==> config.mk <==
export PLATFORM = sky130hd
export DESIGN_NAME = lstm_delta_seq
export DESIGN_NICKNAME = d
export VERILOG_FILES = /design/src/rtl/lstm_delta_pkg.sv /design/src/rtl/fxp_arith_unit.sv /design/src/rtl/lstm_delta_seq.sv
export SDC_FILE = /design/constraint.sdc
export NUM_CORES = 2
export LEC_CHECK = 0
export BUFFER_PORTS_ARGS = -buffer_cell sky130_fd_sc_hd__buf_2
export CORE_MARGIN = 5
export CORE_UTILIZATION = 33
export DETAILED_ROUTE_END_ITERATION = 6
export HOLD_SLACK_MARGIN = 0.03
export PLACE_DENSITY = 0.57
export SLEW_MARGIN = 20
export SYNTH_ARGS = -nofsm -noshare
export SYNTH_HDL_FRONTEND = slang
export SYNTH_SLANG_ARGS = --single-unit
==> constraint.sdc <==
create_clock -name clk -period 16.1 [get_ports clk]
set_input_delay 2.415 -clock clk [delete_from_list [all_inputs] [get_ports clk]]
set_output_delay 2.415 -clock clk [all_outputs]
set_load 0.1 [all_outputs]
==> src/rtl/lstm_delta_pkg.sv <==
// Shared types and constants for the LSTM backprop delta sequencer.
//   state_e     : sequencer FSM states.
//   op_kind_e   : arithmetic unit operation.
//   src_sel_e   : micro-op source select (latched operands, scratch registers, ONE).
//   dst_sel_e   : micro-op destination select (scratch and result registers).
//   micro_op_t  : one ROM entry {kind, src_a, src_b, dst}.
//   OpRom       : the 24-step micro-program computing dh, ds and the four gate deltas.
//   fxp_one()   : fixed-point 1.0 for a given fraction width.
package lstm_delta_pkg;

    typedef enum logic [1:0] {StIdle, StCalc, StDone} state_e;

    typedef enum logic [1:0] {OpAdd, OpSub, OpMul} op_kind_e;

    // The first NumOperands encodings index the latched operand array directly.
    typedef enum logic [4:0] {
        SrcAt, SrcIt, SrcFt, SrcOt, SrcTanh, SrcH, SrcT, SrcDout, SrcDsNx, SrcFNx, SrcCPrev,
        SrcR0, SrcR1, SrcR2, SrcR3, SrcDh, SrcDs, SrcOne
    } src_sel_e;

    typedef enum logic [3:0] {
        DstR0, DstR1, DstR2, DstR3, DstDh, DstDs, DstDa, DstDi, DstDf, DstDo
    } dst_sel_e;

    typedef struct packed {
        op_kind_e kind;
        src_sel_e src_a;
        src_sel_e src_b;
        dst_sel_e dst;
    } micro_op_t;

    localparam int unsigned NumOps      = 24;
    localparam int unsigned CntW        = 5;
    localparam int unsigned NumOperands = 11;
    localparam int unsigned NumSrc      = 18;

    localparam micro_op_t OpRom [NumOps] = '{
        '{OpSub, SrcH,    SrcT,     DstR0},  // r0 = h - t
        '{OpAdd, SrcR0,   SrcDout,  DstDh},  // dh = r0 + d_out
        '{OpMul, SrcTanh, SrcTanh,  DstR1},  // r1 = tanh_s^2
        '{OpSub, SrcOne,  SrcR1,    DstR1},  // r1 = 1 - tanh_s^2
        '{OpMul, SrcDh,   SrcOt,    DstR2},
        '{OpMul, SrcR2,   SrcR1,    DstR2},
        '{OpMul, SrcDsNx, SrcFNx,   DstR3},
        '{OpAdd, SrcR2,   SrcR3,    DstDs},  // ds, also mirrored to d_state
        '{OpMul, SrcAt,   SrcAt,    DstR1},
        '{OpSub, SrcOne,  SrcR1,    DstR1},
        '{OpMul, SrcDs,   SrcIt,    DstR2},
        '{OpMul, SrcR2,   SrcR1,    DstDa},
        '{OpSub, SrcOne,  SrcIt,    DstR1},
        '{OpMul, SrcIt,   SrcR1,    DstR1},
        '{OpMul, SrcDs,   SrcAt,    DstR2},
        '{OpMul, SrcR2,   SrcR1,    DstDi},
        '{OpSub, SrcOne,  SrcFt,    DstR1},
        '{OpMul, SrcFt,   SrcR1,    DstR1},
        '{OpMul, SrcDs,   SrcCPrev, DstR2},
        '{OpMul, SrcR2,   SrcR1,    DstDf},
        '{OpSub, SrcOne,  SrcOt,    DstR1},
        '{OpMul, SrcOt,   SrcR1,    DstR1},
        '{OpMul, SrcDh,   SrcTanh,  DstR2},
        '{OpMul, SrcR2,   SrcR1,    DstDo}
    };

    function automatic logic [63:0] fxp_one(input int unsigned frac);
        return 64'd1 << frac;
    endfunction

endpackage

==> src/rtl/fxp_arith_unit.sv <==
// Combinational signed fixed-point multiply and add/sub.
//   op_i  : OpAdd / OpSub / OpMul.
//   a_i   : first operand (minuend for OpSub).
//   b_i   : second operand.
//   y_o   : result; multiply is floor(a*b / 2^FRAC), add/sub is WIDTH-bit.
//   ovf_o : result did not fit in WIDTH signed bits.
// Build option: DELTA_SAT_EN clamps overflowing results to the signed max/min;
// otherwise results wrap.
module fxp_arith_unit
    import lstm_delta_pkg::*;
#(
    parameter int unsigned WIDTH = 32,
    parameter int unsigned FRAC  = 24
) (
    input  op_kind_e          op_i,
    input  logic [WIDTH-1:0]  a_i,
    input  logic [WIDTH-1:0]  b_i,
    output logic [WIDTH-1:0]  y_o,
    output logic              ovf_o
);

    localparam int unsigned PW = 2 * WIDTH;

    logic signed [WIDTH-1:0] a_s;
    logic signed [WIDTH-1:0] b_s;
    logic signed [PW-1:0]    prod;
    logic signed [PW-1:0]    prod_sh;
    logic signed [WIDTH:0]   sum;
    logic [WIDTH-1:0]        wrap_res;

    assign a_s = a_i;
    assign b_s = b_i;

    always_comb begin
        prod    = PW'(a_s) * PW'(b_s);
        prod_sh = prod >>> FRAC;
        sum     = (op_i == OpSub) ? ((WIDTH+1)'(a_s) - (WIDTH+1)'(b_s))
                                  : ((WIDTH+1)'(a_s) + (WIDTH+1)'(b_s));
        if (op_i == OpMul) begin
            wrap_res = prod_sh[WIDTH-1:0];
            // Fits only if every bit above the kept sign bit equals it.
            ovf_o    = (prod_sh[PW-1:WIDTH-1] != {(WIDTH+1){prod_sh[PW-1]}});
        end else begin
            wrap_res = sum[WIDTH-1:0];
            ovf_o    = sum[WIDTH] ^ sum[WIDTH-1];
        end
    end

`ifdef DELTA_SAT_EN
    logic res_neg;
    always_comb begin
        res_neg = (op_i == OpMul) ? prod_sh[PW-1] : sum[WIDTH];
        if (ovf_o) begin
            y_o = res_neg ? {1'b1, {(WIDTH-1){1'b0}}} : {1'b0, {(WIDTH-1){1'b1}}};
        end else begin
            y_o = wrap_res;
        end
    end
`else
    assign y_o = wrap_res;
`endif

endmodule

==> src/rtl/lstm_delta_seq.sv <==
// Self-sequenced LSTM backprop delta unit: one cell per transaction, 24 micro-ops on one
// shared fxp_arith_unit, operands latched on accept.
//   clk, rst            : clock, synchronous active-high reset.
//   in_valid / in_ready : operand bundle handshake (ready only when idle).
//   at, it, ft, ot      : forward gate activations.
//   tanh_s, h, t, d_out : tanh(state), cell output, label, recurrent output delta.
//   d_state_nx, f_nx    : state delta and forget gate of step t+1.
//   c_prev              : state at step t-1.
//   out_valid/out_ready : result handshake; results held while out_ready is low.
//   d_a, d_i, d_f, d_o, d_state : result deltas.
//   sat_flag            : (DELTA_SAT_EN only) any clamp during the transaction.
// Build option: DELTA_SAT_EN enables saturating arithmetic and the sat_flag port.
module lstm_delta_seq
    import lstm_delta_pkg::*;
#(
    parameter int unsigned WIDTH = 32,
    parameter int unsigned FRAC  = 24
) (
    input  logic             clk,
    input  logic             rst,
    input  logic             in_valid,
    output logic             in_ready,
    input  logic [WIDTH-1:0] at,
    input  logic [WIDTH-1:0] it,
    input  logic [WIDTH-1:0] ft,
    input  logic [WIDTH-1:0] ot,
    input  logic [WIDTH-1:0] tanh_s,
    input  logic [WIDTH-1:0] h,
    input  logic [WIDTH-1:0] t,
    input  logic [WIDTH-1:0] d_out,
    input  logic [WIDTH-1:0] d_state_nx,
    input  logic [WIDTH-1:0] f_nx,
    input  logic [WIDTH-1:0] c_prev,
`ifdef DELTA_SAT_EN
    output logic             sat_flag,
`endif
    output logic             out_valid,
    input  logic             out_ready,
    output logic [WIDTH-1:0] d_a,
    output logic [WIDTH-1:0] d_i,
    output logic [WIDTH-1:0] d_f,
    output logic [WIDTH-1:0] d_o,
    output logic [WIDTH-1:0] d_state
);

    localparam logic [WIDTH-1:0] One = WIDTH'(fxp_one(FRAC));

    state_e            state_q, state_d;
    logic [CntW-1:0]   cnt_q, cnt_d;
    logic              accept, calc_en, last_op;

    logic [WIDTH-1:0]  opnd_q [NumOperands];
    logic [WIDTH-1:0]  r0_q, r1_q, r2_q, r3_q, dh_q, ds_q;
    logic [WIDTH-1:0]  d_a_q, d_i_q, d_f_q, d_o_q, d_state_q;

    micro_op_t         uop;
    logic [WIDTH-1:0]  src_vec [NumSrc];
    logic [WIDTH-1:0]  alu_a, alu_b, alu_y;
    logic              alu_ovf;

    // ---------------- FSM ----------------
    always_ff @(posedge clk) begin
        if (rst) begin
            state_q <= StIdle;
        end else begin
            state_q <= state_d;
        end
    end

    always_comb begin
        state_d = state_q;
        unique case (state_q)
            StIdle:  if (in_valid)  state_d = StCalc;
            StCalc:  if (last_op)   state_d = StDone;
            StDone:  if (out_ready) state_d = StIdle;
            default:                state_d = StIdle;
        endcase
    end

    always_comb begin
        in_ready  = (state_q == StIdle);
        out_valid = (state_q == StDone);
        accept    = in_ready && in_valid;
        calc_en   = (state_q == StCalc);
    end

    // ---------------- Op counter ----------------
    assign last_op = (cnt_q == CntW'(NumOps - 1));

    always_comb begin
        cnt_d = cnt_q;
        if (accept) begin
            cnt_d = '0;
        end else if (calc_en) begin
            // Wrap to 0 after the last op so the ROM is never indexed out of range.
            cnt_d = last_op ? '0 : cnt_q + 1'b1;
        end
    end

    always_ff @(posedge clk) begin
        if (rst) begin
            cnt_q <= '0;
        end else begin
            cnt_q <= cnt_d;
        end
    end

    // ---------------- Datapath ----------------
    assign uop = OpRom[cnt_q];

    always_comb begin
        for (int k = 0; k < NumSrc; k++) begin
            src_vec[k] = '0;
        end
        for (int k = 0; k < NumOperands; k++) begin
            src_vec[k] = opnd_q[k];
        end
        src_vec[SrcR0]  = r0_q;
        src_vec[SrcR1]  = r1_q;
        src_vec[SrcR2]  = r2_q;
        src_vec[SrcR3]  = r3_q;
        src_vec[SrcDh]  = dh_q;
        src_vec[SrcDs]  = ds_q;
        src_vec[SrcOne] = One;
        alu_a = src_vec[uop.src_a];
        alu_b = src_vec[uop.src_b];
    end

    fxp_arith_unit #(
        .WIDTH (WIDTH),
        .FRAC  (FRAC)
    ) u_arith (
        .op_i  (uop.kind),
        .a_i   (alu_a),
        .b_i   (alu_b),
        .y_o   (alu_y),
        .ovf_o (alu_ovf)
    );

    always_ff @(posedge clk) begin
        if (rst) begin
            for (int k = 0; k < NumOperands; k++) begin
                opnd_q[k] <= '0;
            end
            r0_q      <= '0;
            r1_q      <= '0;
            r2_q      <= '0;
            r3_q      <= '0;
            dh_q      <= '0;
            ds_q      <= '0;
            d_a_q     <= '0;
            d_i_q     <= '0;
            d_f_q     <= '0;
            d_o_q     <= '0;
            d_state_q <= '0;
        end else if (accept) begin
            opnd_q[SrcAt]    <= at;
            opnd_q[SrcIt]    <= it;
            opnd_q[SrcFt]    <= ft;
            opnd_q[SrcOt]    <= ot;
            opnd_q[SrcTanh]  <= tanh_s;
            opnd_q[SrcH]     <= h;
            opnd_q[SrcT]     <= t;
            opnd_q[SrcDout]  <= d_out;
            opnd_q[SrcDsNx]  <= d_state_nx;
            opnd_q[SrcFNx]   <= f_nx;
            opnd_q[SrcCPrev] <= c_prev;
        end else if (calc_en) begin
            unique case (uop.dst)
                DstR0: r0_q  <= alu_y;
                DstR1: r1_q  <= alu_y;
                DstR2: r2_q  <= alu_y;
                DstR3: r3_q  <= alu_y;
                DstDh: dh_q  <= alu_y;
                DstDs: begin
                    ds_q      <= alu_y;
                    d_state_q <= alu_y;
                end
                DstDa: d_a_q <= alu_y;
                DstDi: d_i_q <= alu_y;
                DstDf: d_f_q <= alu_y;
                DstDo: d_o_q <= alu_y;
                default: ;
            endcase
        end
    end

`ifdef DELTA_SAT_EN
    logic sat_q;
    always_ff @(posedge clk) begin
        if (rst || accept) begin
            sat_q <= 1'b0;
        end else if (calc_en && alu_ovf) begin
            sat_q <= 1'b1;
        end
    end
    assign sat_flag = sat_q;
`else
    logic unused_alu_ovf;
    assign unused_alu_ovf = alu_ovf;
`endif

    assign d_a     = d_a_q;
    assign d_i     = d_i_q;
    assign d_f     = d_f_q;
    assign d_o     = d_o_q;
    assign d_state = d_state_q;

endmodule

==> impl_results.md <==
- Outcome: finished clean
- Primary FF master, synth: edfxtp_1
- Finished Layout Cells: 10900
- CP max FO: 52
- Die height: 472 um
- Largest cells by area after synthesis: fa_1, edfxtp_1, dfxtp_1, nand2_1, inv_1
- CTS Root Cell: clkbuf_16
- Clk pin slew, worst setup/hold paths: 60 ps
- Seq/Total Area, Yosys: 24.3%
- Setup Skew: 38.7 ps
- Post-place setup slack: 2520 ps
- First-pass GRT wire length: 425 mm
- Placer Congestion: 0.973
- Worst setup slack after layout: 2130 ps
- CTS sink cnt: 679
- Worst endpoint required time: 16610 ps
- Unrepaired setup endpoints after global routing: false
- Fillers: 21400
- Die width: 472 um
- Clock Tree Buf Depth: 3
- Row count: 169
- Synthesized cell area: 70400 um^2
- Setup TNS: 0 ps
- Slew Limit Fails: 0
- # port buffers: 517
- Syn_area_per_cell: 8.99 um^2
- Die footprint: 223000 um^2
- Critical path type: reg -> reg
- Actual slew at the worst max-slew pin: 1230 ps
- Fmax: 0.0716 GHz
- H-tree depth: 3
- GRT Total Usage: 25.6%
- Share of cells above drive strength 1: 12.3%
- DP Cell Count: 10800
- GRT Max-Usage Layer: met2
- Detail Route Antenna Nets: 0
- Initial antenna violation count: 16
- Hold Fails Final Rpt: 0
- Most used cell, CP: fa_1
- Largest net degree at the start of global routing: 294
- Rel. slew slack: 17.7%
- Routed WL per cell: 26.7 um
- Post-synth EDFFs: 352
- Core Box Area: 212000 um^2
- Crit end category: flip-flop
- Vias in the first global route: 61000
- Via-per-instance ratio: 5.53
- CP Buf/Inv Count: 7
- Layout area overhead: 11.9%
- GRT overflow: 0
- Boundary pin count: 518
- Top cell type's share of synthesized area: 28.0%
- Crit share post-route: 86.7%
- Final net count: 9604
- Synth Warn #: 0
- Final Setup Violations: 0
- Fin crit period: 13970 ps
- Cell taking the most area after synthesis: fa_1
- CTS tree: done
- Final HPWL DP: 222 mm
- GR Util met2: 40.8%
- Via count: 60500
- CP max stage delay: 850 ps
- M3 GR Usage: 4.81%
- DRC violations left: 0
- Crit path max-delay family: adder cells
- Worst-Skew Late Latency: 720 ps
- CP arrival: 14480 ps
- Post-synthesis register bit count: 679
- Max cap viols: 0
- Met1 Usage GRT: 33.3%
- FFs w/ async S/R, synth: 0%
- Worst min path class: reg -> reg
- First drt pass iteration count: 6
- Post-Syn Nets: 9377
- Distinct cells, synth: 113
- Worst hold slack: 449 ps
- Gates resized, CTS repair: 0
- CTS hold repair buffers: 0
- CP max stage cell: nand2_4
- Detailed Route WL: 293 mm
- Syn Inst Count: 7826
- Worst setup SP type: flip-flop
- CTS Buf Count: 76
- Starting Density: 33.2%
- Postcts setup bufs: 0
- Drt initial violations: 6506
==> Yosys cell counts (111+ instances only) <==
cell type / n
nand2b_1: 116
and3_1: 145
ha_1: 212
a21oi_1: 196
fa_1: 983
a211oi_1: 256
clkbuf_1: 393
edfxtp_1: 352
nand3_1: 236
nor2_1: 818
dfxtp_1: 327
inv_1: 894
and2_1: 388
nand2_1: 1116
mux2i_1: 111
==> cell type report <==
| type | instances | area, um^2 | area share (%) |
|---|---|---|---|
| multi-input cells | 5691 | 47900 | 60.8 |
| repair buffers | 698 | 4010 | 5.10 |
| clock buffers | 91 | 2040 | 2.59 |
| diodes | 6 | 15.0 | 0.0191 |
| clock inverters | 48 | 717 | 0.910 |
| flip-flops and latches | 679 | 17100 | 21.7 |
| well taps | 2821 | 3530 | 4.48 |
| inverters | 907 | 3400 | 4.32 |
==> per-stage QoR <==
stage	cell area [um^2]	utilization, %
detailed placement	76000	35.8
finish	78800	37.1
CTS	78700	37.1
floorplan	70400	-
global route	78700	37.1
global placement	76000	35.8
==> flip-flops by register name (all words and copies together) (netlist names) <==
signal,count
r3_q,32
d_o,32
d_i,32
state_q,2
r0_q,32
r1_q,32
opnd_q,352
d_a,32
d_state,32
r2_q,32
dh_q,32
d_f,32
cnt_q,5
==> layer usage <==
layer	vias to the layer above	wire, um
met5	-	78
met1	30300	116000
li1	26100	-
met3	698	26500
met4	12	17900
met2	3422	132000
==> cells by family (layout without fill, tap and decap cells) <==
family	count (synthesis)	count (layout)	synth area share [%]
compound gates	1117	1117	11.8
simple gates	3152	3152	20.9
flops	679	679	24.3
mux	126	126	1.90
xor+xnor	101	101	1.26
other cells	0	6	0
fa+ha+maj	1195	1195	31.7
buf+inv	1456	1744	8.18
==> tightest hold or removal path, delay by kind of cell (launching register included) <==
family / cells / cell delay [ps]
flip-flops: 1 / 310
AND/OR/NAND/NOR: 1 / 50
AO/OA/AOI/OAI: 1 / 50
==> final timing paths <==
kind                               from                    end  slack [ps]  cells past startpoint
hold reg to reg    d_a[23]$_SDFFE_PP0P_   d_a[23]$_SDFFE_PP0P_         450                      2
setup / recovery  cnt_q[0]$_SDFFE_PP0N_  r0_q[24]$_SDFFE_PP0P_        2130                     37
hold / removal     d_a[23]$_SDFFE_PP0P_   d_a[23]$_SDFFE_PP0P_         450                      2
setup reg to reg  cnt_q[0]$_SDFFE_PP0N_  r0_q[24]$_SDFFE_PP0P_        2130                     37
==> layout by cell type, fill, tap and decap left out, types with 33 or more instances in the layout <==
cell and count:
o21ai_0 105, buf_2 516, clkbuf_16 77, nand4_1 33
a21o_1 80, xor2_1 40, edfxtp_1 352, nand2b_1 115
buf_4 176, fa_1 983, nand2_1 1113, ha_1 212
xnor2_1 61, inv_1 894, o21a_1 33, nor2b_1 86
a211oi_1 256, mux2i_1 108, nor3_1 94, dfxtp_1 326
and3_1 145, nor2_1 805, and2_1 386, a311oi_1 70
a311o_1 37, nand3_1 236, a31oi_1 47, a21oi_1 189
Power is not shown: default switching activity piles up to over one toggle a cycle in this logic, so the estimate is an artifact.
